File: config.mk
export PLATFORM = sky130hd
export DESIGN_NAME = alu_seq
export DESIGN_NICKNAME = d
export VERILOG_FILES = /design/src/rtl/alu_seq_pkg.sv /design/src/rtl/alu_seq_div.sv /design/src/rtl/alu_seq.sv
export SDC_FILE = /design/constraint.sdc
export NUM_CORES = 1
export LEC_CHECK = 0
export BUFFER_PORTS_ARGS = -buffer_cell sky130_fd_sc_hd__buf_2
export CORE_MARGIN = 1.5
export CORE_UTILIZATION = 56
export DETAILED_ROUTE_END_ITERATION = 16
export GPL_TIMING_DRIVEN = 0
export MAX_ROUTING_LAYER = met4
export PLACE_DENSITY = 0.82
export SYNTH_ARGS = -nofsm -noshare
export SYNTH_HDL_FRONTEND = slang
export SYNTH_SLANG_ARGS = --single-unit
export TNS_END_PERCENT = 5
File: constraint.sdc
create_clock -name clk -period 5.02 [get_ports clk]
set_input_delay 0.502 -clock clk [delete_from_list [all_inputs] [get_ports clk]]
set_output_delay 0.502 -clock clk [all_outputs]
set_load 0.1 [all_outputs]
File: src/rtl/alu_seq_pkg.sv
// alu_seq_pkg: opcode set and FSM states shared by alu_seq and its bench.
// Opcode encoding is the 16-entry command set of the original 8-bit ALU.
package alu_seq_pkg;

  typedef enum logic [3:0] {
    ADD  = 4'd0,
    SUB  = 4'd1,
    MUL  = 4'd2,
    DIV  = 4'd3,
    INV  = 4'd4,
    INC  = 4'd5,
    DEC  = 4'd6,
    SHL  = 4'd7,
    SHR  = 4'd8,
    AND  = 4'd9,
    OR   = 4'd10,
    NAND = 4'd11,
    NOR  = 4'd12,
    XOR  = 4'd13,
    XNOR = 4'd14,
    MOD  = 4'd15
  } alu_cmd_e;

  typedef enum logic [1:0] {
    ST_IDLE = 2'd0,
    ST_DIV  = 2'd1,
    ST_HOLD = 2'd2
  } state_e;

  function automatic logic is_div_op(input alu_cmd_e c);
    return (c == DIV) || (c == MOD);
  endfunction

endpackage

File: src/rtl/alu_seq_div.sv
// alu_seq_div: restoring divider, one quotient bit per cycle over WIDTH cycles.
// Latency: done is high during the WIDTH-th cycle after start; quo/rem then show the final values.
// Backpressure: none; quo/rem stay frozen after done until the next start.
module alu_seq_div #(
  parameter int WIDTH = 8
) (
  input  logic             clk,
  input  logic             rst,
  input  logic             start,
  input  logic [WIDTH-1:0] dividend,
  input  logic [WIDTH-1:0] divisor,
  output logic             done,
  output logic [WIDTH-1:0] quo,
  output logic [WIDTH-1:0] rem
);

  localparam int CW = $clog2(WIDTH);

  logic             busy;
  logic [CW-1:0]    cnt;
  logic [WIDTH-1:0] dvsr, q_r, r_r;
  logic [WIDTH:0]   shifted;
  logic             ge, last;
  logic [WIDTH-1:0] q_step, r_step;

  // Dividend shifts out of q_r MSB-first while quotient bits shift in at the bottom.
  assign shifted = {r_r, q_r[WIDTH-1]};
  assign ge      = shifted >= {1'b0, dvsr};
  // Partial remainder stays below dvsr, so the W-bit difference is exact when ge.
  assign r_step  = ge ? (shifted[WIDTH-1:0] - dvsr) : shifted[WIDTH-1:0];
  assign q_step  = {q_r[WIDTH-2:0], ge};
  assign last    = (cnt == CW'(WIDTH - 1));

  assign done = busy && last;
  assign quo  = busy ? q_step : q_r;
  assign rem  = busy ? r_step : r_r;

  always_ff @(posedge clk) begin
    if (rst) begin
      busy <= 1'b0;
      cnt  <= '0;
      dvsr <= '0;
      q_r  <= '0;
      r_r  <= '0;
    end else if (start) begin
      busy <= 1'b1;
      cnt  <= '0;
      dvsr <= divisor;
      q_r  <= dividend;
      r_r  <= '0;
    end else if (busy) begin
      q_r <= q_step;
      r_r <= r_step;
      cnt <= cnt + CW'(1);
      if (last) busy <= 1'b0;
    end
  end

endmodule

File: src/rtl/alu_seq.sv
// alu_seq: handshaked WIDTH-bit ALU with flags; define ALU_DIV_EN to build the iterative DIV/MOD divider.
// Latency: 1 cycle; WIDTH+1 cycles for DIV/MOD with nonzero divisor when ALU_DIV_EN is defined.
// Backpressure: in_ready low while dividing or while a stalled result is not taken; outputs hold while stalled.
module alu_seq
  import alu_seq_pkg::*;
#(
  parameter int WIDTH = 8,
  parameter int RES_W = 2 * WIDTH
) (
  input  logic             clk,
  input  logic             rst,
  input  logic             in_valid,
  output logic             in_ready,
  input  logic [WIDTH-1:0] a,
  input  logic [WIDTH-1:0] b,
  input  logic [3:0]       command,
  output logic             out_valid,
  input  logic             out_ready,
  output logic [RES_W-1:0] out,
  output logic             flag_zero,
  output logic             flag_carry,
  output logic             flag_err
);

  state_e           state;
  alu_cmd_e         cmd;
  logic             accept;
  logic [RES_W-1:0] ax, bx, res;
  logic [WIDTH:0]   sum;
  logic [WIDTH-1:0] lw;
  logic             narrow, res_c, res_e;

  assign cmd      = alu_cmd_e'(command);
  assign in_ready = (state == ST_IDLE) && (!out_valid || out_ready);
  assign accept   = in_valid && in_ready;
  assign ax       = {{WIDTH{1'b0}}, a};
  assign bx       = {{WIDTH{1'b0}}, b};

`ifdef ALU_DIV_EN
  logic             div_long, div_done, op_mod;
  logic [WIDTH-1:0] div_quo, div_rem;
  logic [RES_W-1:0] div_res;

  assign div_long = is_div_op(cmd) && (b != '0);
  assign div_res  = {{WIDTH{1'b0}}, op_mod ? div_rem : div_quo};

  alu_seq_div #(.WIDTH(WIDTH)) u_div (
    .clk      (clk),
    .rst      (rst),
    .start    (accept && div_long),
    .dividend (a),
    .divisor  (b),
    .done     (div_done),
    .quo      (div_quo),
    .rem      (div_rem)
  );
`endif

  always_comb begin
    sum    = {1'b0, a} + {1'b0, b};
    res    = '0;
    lw     = '0;
    narrow = 1'b1;
    res_c  = 1'b0;
    res_e  = 1'b0;
    case (cmd)
      ADD: begin res = {{(WIDTH-1){1'b0}}, sum}; res_c = sum[WIDTH]; narrow = 1'b0; end
      SUB: begin res = ax - bx; res_c = (a < b); narrow = 1'b0; end
      MUL: begin res = ax * bx; narrow = 1'b0; end
      INC: begin lw = b + WIDTH'(1); res_c = &b; end
      DEC: begin lw = b - WIDTH'(1); res_c = ~|b; end
      SHL: begin lw = {a[WIDTH-2:0], 1'b0}; res_c = a[WIDTH-1]; end
      SHR: begin lw = {1'b0, b[WIDTH-1:1]}; res_c = b[0]; end
      INV:  lw = ~a;
      AND:  lw = a & b;
      OR:   lw = a | b;
      NAND: lw = ~(a & b);
      NOR:  lw = ~(a | b);
      XOR:  lw = a ^ b;
      XNOR: lw = ~(a ^ b);
      // Only the zero-divisor case completes here when the divider exists.
      DIV: begin
        res_e = 1'b1;
`ifdef ALU_DIV_EN
        lw = '1;
`endif
      end
      MOD: begin
        res_e = 1'b1;
`ifdef ALU_DIV_EN
        lw = a;
`endif
      end
      default: lw = '0;
    endcase
    if (narrow) res = {{WIDTH{1'b0}}, lw};
  end

  always_ff @(posedge clk) begin
    if (rst) begin
      state      <= ST_IDLE;
      out        <= '0;
      flag_zero  <= 1'b0;
      flag_carry <= 1'b0;
      flag_err   <= 1'b0;
      out_valid  <= 1'b0;
`ifdef ALU_DIV_EN
      op_mod     <= 1'b0;
`endif
    end else begin
      if (out_valid && out_ready) out_valid <= 1'b0;
      case (state)
        ST_IDLE: begin
          if (accept) begin
`ifdef ALU_DIV_EN
            if (div_long) begin
              state  <= ST_DIV;
              op_mod <= (cmd == MOD);
            end else
`endif
            begin
              out        <= res;
              flag_zero  <= (res == '0);
              flag_carry <= res_c;
              flag_err   <= res_e;
              out_valid  <= 1'b1;
            end
          end
        end
`ifdef ALU_DIV_EN
        ST_DIV: begin
          if (div_done) begin
            if (out_valid && !out_ready) begin
              state <= ST_HOLD;
            end else begin
              out        <= div_res;
              flag_zero  <= (div_res == '0);
              flag_carry <= 1'b0;
              flag_err   <= 1'b0;
              out_valid  <= 1'b1;
              state      <= ST_IDLE;
            end
          end
        end
        ST_HOLD: begin
          if (!out_valid || out_ready) begin
            out        <= div_res;
            flag_zero  <= (div_res == '0);
            flag_carry <= 1'b0;
            flag_err   <= 1'b0;
            out_valid  <= 1'b1;
            state      <= ST_IDLE;
          end
        end
`endif
        default: state <= ST_IDLE;
      endcase
    end
  end

endmodule

==> impl_results.md, run 1 <==
- CP Capture Type: flop
- Pwr dens: 269 nW/µm²
- Crit-path cells: clkbuf_4 > clkinvlp_4 > nor2_1 > fa_1 > fa_1 > fa_1 > inv_1 > fa_1 > inv_1 > ha_1 > a21oi_1 > nand3_2 > a31oi_4 > o21ai_0 > a31oi_1 > mux2i_1 > and3_1 > a31o_1
- Top cell type's share of synthesized area: roughly 17%
- Routed vias: 4972
- Synth-to-layout area growth: 14.8%
- Failing checks: negative setup slack
- Ys Warns: 0
- Post-route DRC: 0
- Flop-to-flop setup slack: approximately 3000 ps
- Hold EP: out_valid
- Finished Core Util: approximately two thirds
- Critical path startpoint category: input port
- Status: finished, violations left
- Max-slew headroom: ~28%
- Most frequent cells after synthesis: nor2_1 (89), inv_1 (67), ha_1 (66)
- Clock skew: between 2 and 2.5 ps
- MaxCap Viol Count: 0
- Skew-Pair Late Insertion Delay: about 260 ps
- DRT Pass-1 Iters: 5
- Count leader, synth: nor2_1
- Fmax achieved: about 200 MHz
- Initial DRC count: 365
- Most frequent CP cell: fa_1
- ANT nets after route: 0
- Initial antenna violation count: 0
- Cell count after synthesis: 614
- DP Worst Slack: -627 ps
- Final #Nets: between 800 and 900
- PortBufs: 43
- Register area share after synthesis: about 8.4%
- Root Buffer: clkbuf_8
- Slew of the pin with the lowest slew margin: about 1100 ps
- Vias per cell: 6.36
- Die height: about 95 µm
- Wire length per cell: around 21 µm
- Post-synth ARST share: 0%
- Grt ovf: 0
- Max-slew violation count: 0
- Reg2Reg Launch Point: out_valid
- Hold Path Stages: 3
- Antenna diode count: 0
- Syn Area/Cell: between 7 and 8 µm²
- Peak supply drop: 342 µV
- Reg2reg path depth: 8
- Routed Wire Length: ~16000 µm
- Mapped Nets: around 740
- Slowest CP cell: fa_1
- Post-Place Cells: ~760
- Rows: 33
- Tot GR Track Use: 37.0%
- H-tree levels: 1
- Largest stage delay, worst path: roughly 560 ps
- Worst min-delay path class: in -> reg
- Post-DP HPWL: 12700 µm
- Initial Util: 58.1%
- Final Cycle Share: 100%
- Fin. Hold Viols: 0
- Final WS setup: -19.5 ps
- CTS Hold Bufs: 0
- CP startpoint: b[5]
- Primary FF master, synth: dfxtp_1
- Die width: roughly 95 µm
- Crit path DAT: between 5000 and 6000 ps
- Number of global-route vias before repair: 4694
- Leak: between 2 and 3 nW
- Setup TNS: -19.5 ps
- Yosys reg bits: 20
- Crit Path Category: in -> reg
- Period minus WS final: between 5000 and 6000 ps
- I/O pin cnt: 45
- CTS tree: built
- Synth area leader: ha_1
- Clk buf depth: 2
- # setup viols final: 1
- Post-synth EDFFs: 0
- Reg clk slew, reported paths: 80 ps
- Worst-path fanout max: 8
- Fill cells: between 700 and 800
- Req. time, crit path: 5230 ps
- Largest net degree at the start of global routing: 12
- CP bufs+invs: 4
- Clk sink count: 20
- Post-synth cell types: 75
- Top delay family on crit path: adder cells
- Non-Filler Instances: 782
- Top cells by area, synth: ha_1 (17%), fa_1 (16%), dfxtp_1 (8.4%), nor2_1 (7.0%), inv_1 (5.3%)
- Num CTS Buffers: 3
- RR Endpoint: flag_zero
- Die area: just over 9000 µm²
- HP Start: in_valid
- Core outline area: 8220 µm²
- Layout cell share with drive strength beyond 1: about 19%
- First-pass GRT wire length: ~24000 µm
- Post-Synthesis Cell Area: 4770 µm²
- GP Congestion: roughly 0.99
## state kept, by name, summed over array words and instances (netlist names)
name / cells
out: 16
flag_carry: 1
flag_err: 1
flag_zero: 1
out_valid: 1
## timing repair
item	in CTS	in global routing
hold endpoints to repair	0	0
pin swaps	0	10
buffers inserted	0	16
gates resized for setup	9	44
setup endpoints to repair	6	3
## worst max-delay path by stage
stage                           end  slack (ps)  cells past startpoint
final                     flag_zero         -20                     18
after global routing      flag_zero        -160                     18
after CTS                 flag_zero          10                     18
after detailed placement  flag_zero        -630                     19
after global placement    flag_zero        -620                     19
after floorplan           flag_zero          50                     18
## metal layers
layer  GRT usage, %  vias up  wire length, µm  share of wire (%)
met1           47.1     2383             6470                 39
met2           60.0      264             7730                 47
met3           4.86       69             1460                8.9
met4           13.3        0              813                4.9
li1               -     2256                -                  -
met5              -        -                0                  0
## per-stage QoR
stage / total power, mW / hold slack, ps / cell area (µm²)
3_5_place_dp: 1.19 / 455 / 5130
5_1_grt: 1.59 / 523 / 5480
6_report: 1.47 / 491 / 5480
2_1_floorplan: 0.934 / 631 / 4770
4_1_cts: 1.34 / 494 / 5220
3_3_place_gp: 1.16 / 446 / 5120
## cells by family after synthesis
| kind of cell | synth area share [%] |
|---|---|
| AND/OR/NAND/NOR | 20.8 |
| AO/OA/AOI/OAI | 20.6 |
| adder cells (fa/ha/maj) | 33.7 |
| buffers and inverters | 9.41 |
| XOR/XNOR | 4.59 |
| flip-flops | 8.39 |
| multiplexers | 2.62 |
## tightest hold or removal path: cells and delay by family
kind            cells  cell delay [ps]
compound gates      1               50
buf+inv             2              160
## power breakdown
group / internal, mW / switching [mW] / total [mW]
clock: 0.0699 / 0.0547 / 0.125
combinational: 0.442 / 0.729 / 1.17
sequential: 0.171 / 0.00647 / 0.177
total: 0.683 / 0.790 / 1.47
## layout by cell type, fill, tap and decap left out, types with 6 or more instances in the layout
| cell type | count |
|---|---|
| nor3_1 | 11 |
| inv_1 | 61 |
| buf_2 | 44 |
| o21ai_0 | 26 |
| ha_1 | 64 |
| buf_6 | 6 |
| a21o_1 | 8 |
| fa_1 | 38 |
| nand2_1 | 40 |
| clkbuf_1 | 6 |
| buf_4 | 23 |
| xnor2_1 | 18 |
| a211oi_1 | 12 |
| a21oi_1 | 30 |
| o22ai_1 | 8 |
| nor2_1 | 80 |
| nor2_2 | 7 |
| nand2b_1 | 11 |
| clkinvlp_4 | 6 |
| dfxtp_1 | 20 |
| and3_1 | 7 |
| mux2i_1 | 11 |
| xor2_1 | 6 |
| nor2b_1 | 8 |
## area by class of cell
cell class	instances	area (µm²)	share of cell area (%)
Buffer	24	156	2.85
Clock buffer	4	55.1	1.00
Inverter	77	325	5.94
Multi-Input combinational cell	492	4050	73.9
Sequential cell	20	400	7.31
Tap cell	105	131	2.40
Timing Repair Buffer	60	364	6.64
No activity file was read; power rests on OpenSTA's default activity.
==> run 2, diff against run 1 <==
--- a/config.mk
+++ b/config.mk
@@ -6,9 +6,11 @@
 export NUM_CORES = 1
 export LEC_CHECK = 0
 export BUFFER_PORTS_ARGS = -buffer_cell sky130_fd_sc_hd__buf_2
+export CAP_MARGIN = 0
 export CORE_MARGIN = 1.5
 export CORE_UTILIZATION = 56
 export DETAILED_ROUTE_END_ITERATION = 16
+export GPL_ROUTABILITY_DRIVEN = 0
 export GPL_TIMING_DRIVEN = 0
 export MAX_ROUTING_LAYER = met4
 export PLACE_DENSITY = 0.82
==> constraint.sdc (replaced) <==
create_clock -name clk -period 5.02 [get_ports clk]
set_input_delay 1.004 -clock clk [delete_from_list [all_inputs] [get_ports clk]]
set_output_delay 1.004 -clock clk [all_outputs]
set_load 0.1 [all_outputs]
==> run 2 against run 1 <==
Compared with the run above: the run still ends with negative setup slack left; first-iteration DRC count up 79%; count of clock-buffer cells in the layout shrank 1; via count about the same.
==> impl_results.md, run 2 (same netlist as run 1, synthesis figures left out) <==
- Status: finished, violations left
- Failing checks: negative setup slack
- Max reg flops: 16 (unchanged)
- Most frequent CP cell: fa_1
- Synth-to-layout area growth: 18.2%
- Fill cells: 660 (-6.6%)
- Largest Register: out
- Skew-Pair Late Insertion Delay: 260 ps (about the same)
- Initial Util: 58.1% (unchanged)
- Slowest CP cell: fa_1
- Reg area: 400 µm² (unchanged)
- Core outline area: 8220 µm² (unchanged)
- Met1 Wirelength: 5690 µm (-12%)
- Leak: 2.63 nW (+0.78%)
- CTS tree: built
- Largest net degree at the start of global routing: 11 (-1)
- CP bufs+invs: 4 (unchanged)
- Req. time, crit path: 5230 ps (about the same)
- Final Cycle Share: 102% (+1.1 points)
- Crit path DAT: 5300 ps (+50 ps)
- Slew of the pin with the lowest slew margin: 916 ps (-144 ps)
- Met2 wire length: 7210 µm (-6.7%)
- I/O pin cnt: 45 (unchanged)
- Vias per cell: 6.39 (+0.47%)
- PortBufs: 43 (unchanged)
- Crit-path cells: buf_4 > clkinvlp_4 > nor2_1 > fa_1 > fa_1 > ha_1 > inv_1 > fa_1 > inv_1 > ha_1 > xor2_1 > a222oi_1 > a21bo_2 > a221o_1 > a21oi_2 > nand3_1 > nor3_2 > a31o_1
- Worst min-delay path class: reg -> reg
- Die width: 95.3 µm (unchanged)
- P_sw: 0.838 mW (+6.0%)
- Most frequent cells in the layout: nor2_1 (79), inv_1 (59), ha_1 (59), buf_2 (42), nand2_1 (40)
- Finished Core Util: 68.7% (+2.0 points)
- Root Buffer: clkbuf_8
- HP Start: out[3]
- Multi-input gate area: 4180 µm² (+3.2%)
- RSZ-0062 raised after global routing: yes
- Initial DRC count: 654 (+79%)
- Commonest non-fill, non-tap cell in the layout: nor2_1
- Post-route DRC: 0 (unchanged)
- Routed vias: 4976 (+0.080%)
- Num CTS Buffers: 3 (unchanged)
- Clk sink count: 20 (unchanged)
- Reg2Reg Launch Point: out_valid
- Combinational group share of total power: 82.5% (+3.0 points)
- Worst-path fanout max: 7 (-1)
- Max-slew violation count: 0 (unchanged)
- Top delay family on crit path: adder cells
- MaxCap Viol Count: 0 (unchanged)
- Clock skew: 6.57 ps (+4.28 ps)
- Fin. Hold Viols: 0 (unchanged)
- First-pass GRT wire length: 24700 µm (+0.79%)
- Largest stage delay, worst path: 540 ps (-20 ps)
- CP startpoint: b[4]
- Clk pwr share: 6.5% (-2.0 points)
- H-tree levels: 1 (unchanged)
- Tot GR Track Use: 36.2% (-0.83 points)
- Critical path startpoint category: input port
- Max Used Layer: met4
- Peak supply drop: 455 µV (+33%)
- Routed Wire Length: 15200 µm (-8.0%)
- Antenna diode count: 0 (unchanged)
- Max-slew headroom: 38.4% (+9.9 points)
- CP Capture Type: flop
- Pwr dens: 284 nW/µm² (+5.5%)
- Seq pwr share: 11.1% (-0.9 points)
- ANT nets after route: 0 (unchanged)
- Grt ovf: 0 (unchanged)
- Metal3 WL: 1560 µm (+6.6%)
- Initial antenna violation count: 0 (unchanged)
- Die height: 95.3 µm (unchanged)
- Crit Path Category: in -> reg
- Clk buf depth: 2 (unchanged)
- Reg clk slew, reported paths: 70 ps (about the same)
- DP Worst Slack: -743 ps (-115 ps)
- Sw Ratio: 52.4% (-1.3 points)
- Final WS setup: -75.7 ps (-56.2 ps)
- Fmax achieved: 196 MHz (-1.1%)
- Die area: 9090 µm² (unchanged)
- Rows: 33 (unchanged)
- DRT Pass-1 Iters: 5 (unchanged)
- Final #Nets: 805 (-0.25%)
- Wire length per cell: 19.5 µm (-7.6%)
- Period minus WS final: 5100 ps (+56.2 ps)
- Number of global-route vias before repair: 4985 (+6.2%)
- Post-DP HPWL: 11600 µm (-8.6%)
- Final Hold Slack: 468 ps (-23.0 ps)
- Layout cell share with drive strength beyond 1: 21.8% (+2.6 points)
- Pint: 0.762 mW (+12%)
- # setup viols final: 1 (unchanged)
## run 2: stage by stage
stage          cell area [µm²]  power, mW  instances  TNS, ps
6_report                  5640       1.60        779    -75.7
4_1_cts                   5620       1.56        779        0
3_5_place_dp              5280       1.28        763    -4480
3_3_place_gp              5260       1.23        762    -3910
5_1_grt                   5640       1.72        779     -370
2_1_floorplan             4910       1.01        614        0
## run 2: worst min-delay path: stages, from the launching register on
cell     delay, ps
dfxtp_1        310
nand2_1         60
a21oi_1         50
## run 2: power groups by stage
stage | Combinational [mW] | Clock, mW | Sequential (mW)
after floorplan | 0.743 | 0 | 0.269
after global placement | 1.05 | 0 | 0.180
after detailed placement | 1.10 | 0 | 0.180
after CTS | 1.28 | 0.104 | 0.177
after global routing | 1.43 | 0.114 | 0.178
final | 1.32 | 0.104 | 0.177
## run 2: worst paths after layout
path | depth (start not counted) | slack (ps) | endpoint
setup / recovery | 18 | -80 | flag_zero
setup reg to reg | 8 | 2830 | flag_zero
hold reg to reg | 2 | 470 | out[3]
hold / removal | 2 | 470 | out[3]
## run 2: final cells by class
cell class	count	share of cell area, %
Buffer	25	3.22
Clock buffer	3	0.732
Inverter	77	6.08
Multi-Input combinational cell	492	74.1
Sequential cell	20	7.10
Tap cell	105	2.33
Timing Repair Buffer	57	6.50
## run 2: layer usage
layer	vias to the layer above	global-route usage (%)
met3	64	7.89
met4	0	15.0
met5	-	-
met1	2318	43.6
li1	2250	-
met2	344	58.3
## run 2: timing repair
item | 4_1_cts | 5_1_grt
hold buffers | 0 | 0
setup buffers | 13 | 0
resized for setup | 48 | 8
endpoints found under the setup margin | 9 | 7
pin swaps | 25 | 12
